<file path="config.mk">
export PLATFORM = sky130hd
export DESIGN_NAME = baud_tick_gen
export DESIGN_NICKNAME = d
export VERILOG_FILES = /design/src/rtl/baud_tick_gen.sv
export SDC_FILE = /design/constraint.sdc
export NUM_CORES = 1
export LEC_CHECK = 0
export CAP_MARGIN = 0
export CELL_PAD_IN_SITES_DETAIL_PLACEMENT = 1
export CELL_PAD_IN_SITES_GLOBAL_PLACEMENT = 1
export CORE_MARGIN = 2
export CORE_UTILIZATION = 50
export CTS_CLUSTER_SIZE = 24
export DETAILED_ROUTE_END_ITERATION = 8
export DONT_BUFFER_PORTS = 1
export PLACE_DENSITY = 0.76
export SYNTH_ARGS = -nofsm -noshare
export SYNTH_HDL_FRONTEND = slang
export SYNTH_SLANG_ARGS = --single-unit
export TNS_END_PERCENT = 20
</file>
<file path="constraint.sdc">
create_clock -name clk -period 4.6 [get_ports clk]
set_input_delay 0.92 -clock clk [delete_from_list [all_inputs] [get_ports clk]]
set_output_delay 0.92 -clock clk [all_outputs]
set_load 0.02 [all_outputs]
</file>
<file path="src/rtl/baud_tick_gen.sv">
// Multi-channel UART timing source: per-channel rx oversample and tx bit clock-enable strobes.
// Optional fractional divisor enabled by defining BAUD_TICK_GEN_FRAC_EN.
module baud_tick_gen #(
   parameter int NUM_CH     = 2,
   parameter int DIV_W      = 16,
   parameter int OVERSAMPLE = 16,
   parameter int FRAC_W     = 4
) (
   input  logic                      clk,
   input  logic                      reset,
   input  logic [NUM_CH-1:0]         en,
   input  logic [NUM_CH*DIV_W-1:0]   div,
`ifdef BAUD_TICK_GEN_FRAC_EN
   input  logic [NUM_CH*FRAC_W-1:0]  frac,
`endif
   input  logic [NUM_CH-1:0]         sync,
   output logic [NUM_CH-1:0]         rx_tick,
   output logic [NUM_CH-1:0]         tx_tick,
   output logic [NUM_CH-1:0]         busy
);

   localparam int OS_W = $clog2(OVERSAMPLE);

   if (OVERSAMPLE < 2 || FRAC_W < 1) begin : g_param_check
      $error("baud_tick_gen: OVERSAMPLE must be >= 2 and FRAC_W >= 1");
   end

   for (genvar i = 0; i < NUM_CH; i++) begin : g_ch
      logic [DIV_W-1:0] cnt;
      logic [DIV_W-1:0] div_act;
      logic [DIV_W-1:0] div_in;
      logic [OS_W-1:0]  os_cnt;
      logic             rx_q;
      logic             tx_q;
      logic             busy_q;
      logic             terminal;

      assign div_in     = div[i*DIV_W +: DIV_W];
      assign rx_tick[i] = rx_q;
      assign tx_tick[i] = tx_q;
      assign busy[i]    = busy_q;

`ifdef BAUD_TICK_GEN_FRAC_EN
      logic [FRAC_W-1:0] acc;
      logic [FRAC_W-1:0] frac_act;
      logic [FRAC_W-1:0] frac_in;
      logic [FRAC_W:0]   acc_sum;
      logic              stretch;

      assign frac_in  = frac[i*FRAC_W +: FRAC_W];
      assign acc_sum  = {1'b0, acc} + {1'b0, frac_act};
      // A pending carry holds the count at div_act for one extra cycle.
      assign terminal = (cnt == div_act) && !stretch;
`else
      assign terminal = (cnt == div_act);
`endif

      // div_act follows the live divisor whenever the channel is idle or in reset, so a
      // channel held enabled through reset restarts with a full div+1 first period.
      always_ff @(posedge clk) begin
         if (reset || !en[i]) begin
            cnt     <= '0;
            os_cnt  <= '0;
            div_act <= div_in;
            rx_q    <= 1'b0;
            tx_q    <= 1'b0;
            busy_q  <= 1'b0;
`ifdef BAUD_TICK_GEN_FRAC_EN
            acc      <= '0;
            frac_act <= frac_in;
            stretch  <= 1'b0;
`endif
         end else begin
            busy_q <= 1'b1;
            rx_q   <= 1'b0;
            tx_q   <= 1'b0;
            if (sync[i]) begin
               cnt    <= '0;
               os_cnt <= '0;
`ifdef BAUD_TICK_GEN_FRAC_EN
               acc     <= '0;
               stretch <= 1'b0;
`endif
            end else if (terminal) begin
               cnt     <= '0;
               div_act <= div_in;
               rx_q    <= 1'b1;
               tx_q    <= (os_cnt == OS_W'(OVERSAMPLE - 1));
               os_cnt  <= (os_cnt == OS_W'(OVERSAMPLE - 1)) ? '0 : os_cnt + OS_W'(1);
`ifdef BAUD_TICK_GEN_FRAC_EN
               {stretch, acc} <= acc_sum;
               frac_act       <= frac_in;
`endif
            end
`ifdef BAUD_TICK_GEN_FRAC_EN
            else if (cnt == div_act) begin
               stretch <= 1'b0;
            end
`endif
            else begin
               cnt <= cnt + DIV_W'(1);
            end
         end
      end
   end

endmodule

</file>
# --- After elaboration in Yosys (flattened, before gate mapping) ---
# Cells that the tools add are included.
word_totals:
  ff_bits: 78
  out_inout_bits: 6
  wordCells: 50
classes:
  n_addsub: 4
  eq_ne: 6
  muxes: 12
  bitwise_logic: 2
  reduce_logical: 14
ops:
  columns: ["cell", "count"]
  rows:
  - ["two-way mux 16 bit", 6]
  - ["adder 16 x 1 -> 16 bit (second input constant)", 2]
  - ["== test 16 bit", 2]
  - ["OR reduction 3 bit", 4]
  - ["adder 4 x 1 -> 4 bit (second input constant)", 2]
  - ["== test 4 bit (second input constant)", 2]
  - ["two-way mux 4 bit", 2]
  - ["two-way mux 1 bit", 4]
  - ["inequality test 2 x 1 -> 1 bit (second input constant)", 2]
  - ["AND reduction 2 bit", 2]
  - ["nonzero test 2 bit", 2]
  - ["OR reduction 2 bit", 2]
  - ["zero test 1 bit", 2]
  - ["logical OR 1 bit", 2]
  - ["NOT 1 bit", 2]

# --- Longest topological paths before layout ---
logic_depth:
  depth_word: 4
  ltp_mapped: 8
  mapped_depth_nobuf: 6

# --- Least setup slack after synthesis ---
# No wires, ideal clock.
synth_path:
  path_kind: "register -> register"
  startpoint: "register g_ch[0].cnt[2]"
  endpoint: "register g_ch[0].div_act[0], enable pin"
  setup_time_ns: 0.372
  arrival_time_ns: 1.760
  t_required_ns: 4.228
  path_slack_ns: 2.469
  stages_incl_launch_ff: 7
  period_less_slack_ns: 2.131
  cell_sequence: "dfxtp_1 > buf_6 > xnor2_1 > nand4_1 > nor4_4 > or2b_1 > nand2_1"
synth_between:
  elab_chain_len: 3
synth_lines:
  columns: ["item", "line", "source"]
  rows:
  - ["start, declared", "29", "logic [DIV_W-1:0] cnt;"]
  - ["start signal, assigned", "101", "cnt <= cnt + DIV_W'(1);"]
  - ["== test 16 bit", "55", "assign terminal = (cnt == div_act);"]
  - ["nonzero test 2 bit (no line)", null, null]
  - ["AND reduction 2 bit (no line)", null, null]
  - ["end signal, assigned", "64", "div_act <= div_in;"]
  - ["end signal, assigned", "86", "div_act <= div_in;"]
  - ["end, declared", "30", "logic [DIV_W-1:0] div_act;"]
# Every way passes these cells.
# A chain may end at the register's enable or synchronous reset.

# --- Worst setup path after layout ---
layout_path:
  startpoint: "register g_ch[0].div_act[2]"
  endpoint: "register g_ch[0].div_act[9], enable pin"
layout_between:
  elab_chain_len: 3
layout_lines:
  columns: ["item", "line"]
  rows:
  - ["== test 16 bit", "55"]
  - ["nonzero test 2 bit (no line)", null]
  - ["AND reduction 2 bit (no line)", null]
# Every way passes these cells.

==> impl_metrics.yaml <==
route:
  vias_per_cell: 5.36
  via_count: 1958
  route.detailed.drc: 0
  drt_wl_total_um: 6030
  first_iter_violations: 88
  avgRoutedWirePerCell_um: 16.5
  dr.pass1.iters: 6
  ant_nets: 0
final_layout:
  fillers: 669
  drive_gt1_share_pct: 7.32
  fin_nets: 324
  fin_util_pct: 54.6
  area_growth_pct: 5.65
power_and_ir_drop:
  pwr_density_cell_nw_per_um2: 382
  p_sw_share_pct: 21.7
  power_frac_seq_pct: 57.9
  switchingPower_uw: 287
  power.internal_mw: 1.04
  power_leakage_nw: 1.12
  p_comb_share_pct: 3.2
  clkPwrFrac_pct: 38.9
  irDropWorstVdd_mv: 0.223
synthesis:
  synth-async-reset-ratio_pct: 0
  synth_edf_count: 32
  synth_largest_area_cell: "edfxtp_1"
  synth.area.top_cells: "edfxtp_1 29%, dfxtp_1 28%, xnor2_1 11%, nor2_1 5.0%, xor2_1 4.5%"
  synth.most_common_cell: "dfxtp_1"
  synth_top_area_share_pct: 29.3
  synthesis.area_sq_um: 3280
  ys_types: 31
  ys_warn_count: 0
  synth_nets: 326
  syn_avg_cell_area_sq_um: 11.5
  yosys-top-cells-count: "46 x dfxtp_1, 44 x nor2_1, 43 x xnor2_1, 32 x edfxtp_1, 17 x xor2_1"
  synth-seq-area-share_pct: 57.4
  netlist_instances: 284
  synthFlopType: "dfxtp_1"
  synth-seq-cells: 78
grt:
  grt_max_degree: 17
  antenna_found_initial: 2
  grt.busiest_layer: "met2"
  grt_pass1_wl_um: 9790
  grtUsageMet3_pct: 4.57
  grt_pass1_vias: 2067
  met1_usage_pct: 22.6
  met2_usage_pct: 26.8
  grt_overflow: 0
  grt_use_total_pct: 17.7
placed_design:
  dp_hpwl_um: 4330
  gp_congestion: 0.815
  port_buffers: 0
critical_path:
  crit_fanout: 16
  critPathArrivalTime_ps: 2460
  slowest_delay_ps: 550
  cp_cell_sequence: "xnor2_1 > nand4_1 > nor4_4 > or2b_1 > nand2_1"
  cp-end-kind: "flip-flop"
  critPathKind: "reg2reg"
  cp_slowest_cell: "nor4_4"
  cp_top_family: "simple AND/OR/NAND/NOR gates"
  worstSetupStartpointType: "flip-flop"
  regToRegSetupSlack_ps: 2120
  path_buf_inv: 0
  required_ps: 4570
floorplan:
  core_sq_um: 6350
  die_width_um: 85.0
  initial_utilization_pct: 51.6
  ioPinCount: 44
  rows: 29
  die-area_sq_um: 7220
  dieHeight_um: 85.0
status:
  status: "complete, no violations"
cts:
  hold_buffers: 0
  clock-root-buffer: "clkbuf_8"
  cts-resized-gates: 0
  cts_buffers: 9
  clk_pin_slew_ps: 80
  insertion_delay_ps: 340
  post_cts.repair.setup_buffers: 0
  cts_tree: "built"
  htreeDepth: 3
  cts_sinks: 78
  clk_path_buf_depth: 2
sta:
  clock.fmax_mhz: 403
  worst_pin_slew_ps: 662
  relSlewSlack_pct: 55.8
  rsz0062_at_grt: "false"
  hold_violations: 0
  fin_crit_sh_pct: 54.0
  fin_crit_ps: 2480
  finalClockSkew_ps: 9.98
  setup_violations: 0
  slew_viol_final: 0
  tns_ps: 0
hold_path:
  min_path_type: "reg2reg"
job:
  maxCapViolCount: 0
==> through the flow <==
step / cell area, sq um / worst slack (ps) / power, mW / hold slack [ps] / instances
2_1_floorplan: 3280 / 2470 / 0.818 / 440 / 284
3_3_place_gp: 3260 / 2240 / 0.823 / 463 / 348
3_5_place_dp: 3260 / 2110 / 0.825 / 483 / 348
4_1_cts: 3460 / 2090 / 1.33 / 499 / 364
5_1_grt: 3460 / 1920 / 1.37 / 529 / 364
6_report: 3460 / 2120 / 1.32 / 498 / 365
==> layer usage <==
metal / vias up / share of wire, %
li1: 967 / -
met1: 928 / 46
met3: 24 / 4.1
met5: - / 0.18
met2: 37 / 46
met4: 2 / 3.8
==> final cells by class <==
cell class              count  area [sq um]  area share (%)
clock buffers              11           141            4.08
well taps                  77          96.3            2.78
clock inverters             5          58.8            1.70
inverters                   2          7.51           0.217
multi-input cells         191          1280            36.8
flip-flops and latches     78          1880            54.3
diodes                      1          2.50          0.0722
==> worst register-to-register path, stage by stage (launching register included) <==
cell	delay (ps)
edfxtp_1	430
xnor2_1	190
nand4_1	170
nor4_4	550
or2b_1	280
nand2_1	500
==> cells in the final DEF (no fill, tap or decap), types with 2 or more instances in the layout <==
cell type   count
clkbuf_8       10
and4_1          5
a41oi_1         2
nor2b_1         5
nor2_1         44
and3_1          3
ha_1            4
inv_1           2
xor2_1         17
nand2b_1        5
a31o_2          2
nor3_1          5
clkinvlp_4      2
a21oi_1         4
nand2_1        15
edfxtp_1       32
nand4_1        12
nor4_4          2
xnor2_1        43
a31oi_1         2
dfxtp_1        46
mux2i_1         4
nand3_1        11
==> cells by family after synthesis <==
group	count (synthesis)	share of synthesized area (%)
and+or+nand+nor	113	18.1
DFF	78	57.4
AOI/OAI and AO/OA	10	2.06
adders and majority gates	4	1.53
muxes	4	1.22
xor gates and xnor gates	60	16.0
buffers and inverters	15	3.70
==> power by group through the flow <==
stage          sequential (mW)  clock, mW  combinational [mW]
2_1_floorplan            0.776          0              0.0412
3_3_place_gp             0.781          0              0.0420
3_5_place_dp             0.783          0              0.0426
4_1_cts                  0.767      0.524              0.0430
5_1_grt                  0.769      0.551              0.0472
6_report                 0.767      0.515              0.0423
==> flip-flops by register name (all words and copies together) (netlist names) <==
| name | count |
|---|---|
| g_ch.div_act | 32 |
| g_ch.os_cnt | 8 |
| g_ch.busy_q | 2 |
| g_ch.cnt | 32 |
| g_ch.tx_q | 2 |
| g_ch.rx_q | 2 |
==> final timing paths <==
kind                      start                  to  cells past startpoint
max          g_ch[0].div_act[2]  g_ch[0].div_act[9]                      5
min              g_ch[0].cnt[0]      g_ch[0].cnt[0]                      1
max reg2reg  g_ch[0].div_act[2]  g_ch[0].div_act[9]                      5
min reg2reg      g_ch[0].cnt[0]      g_ch[0].cnt[0]                      1
(Power assumes the default switching activity.)
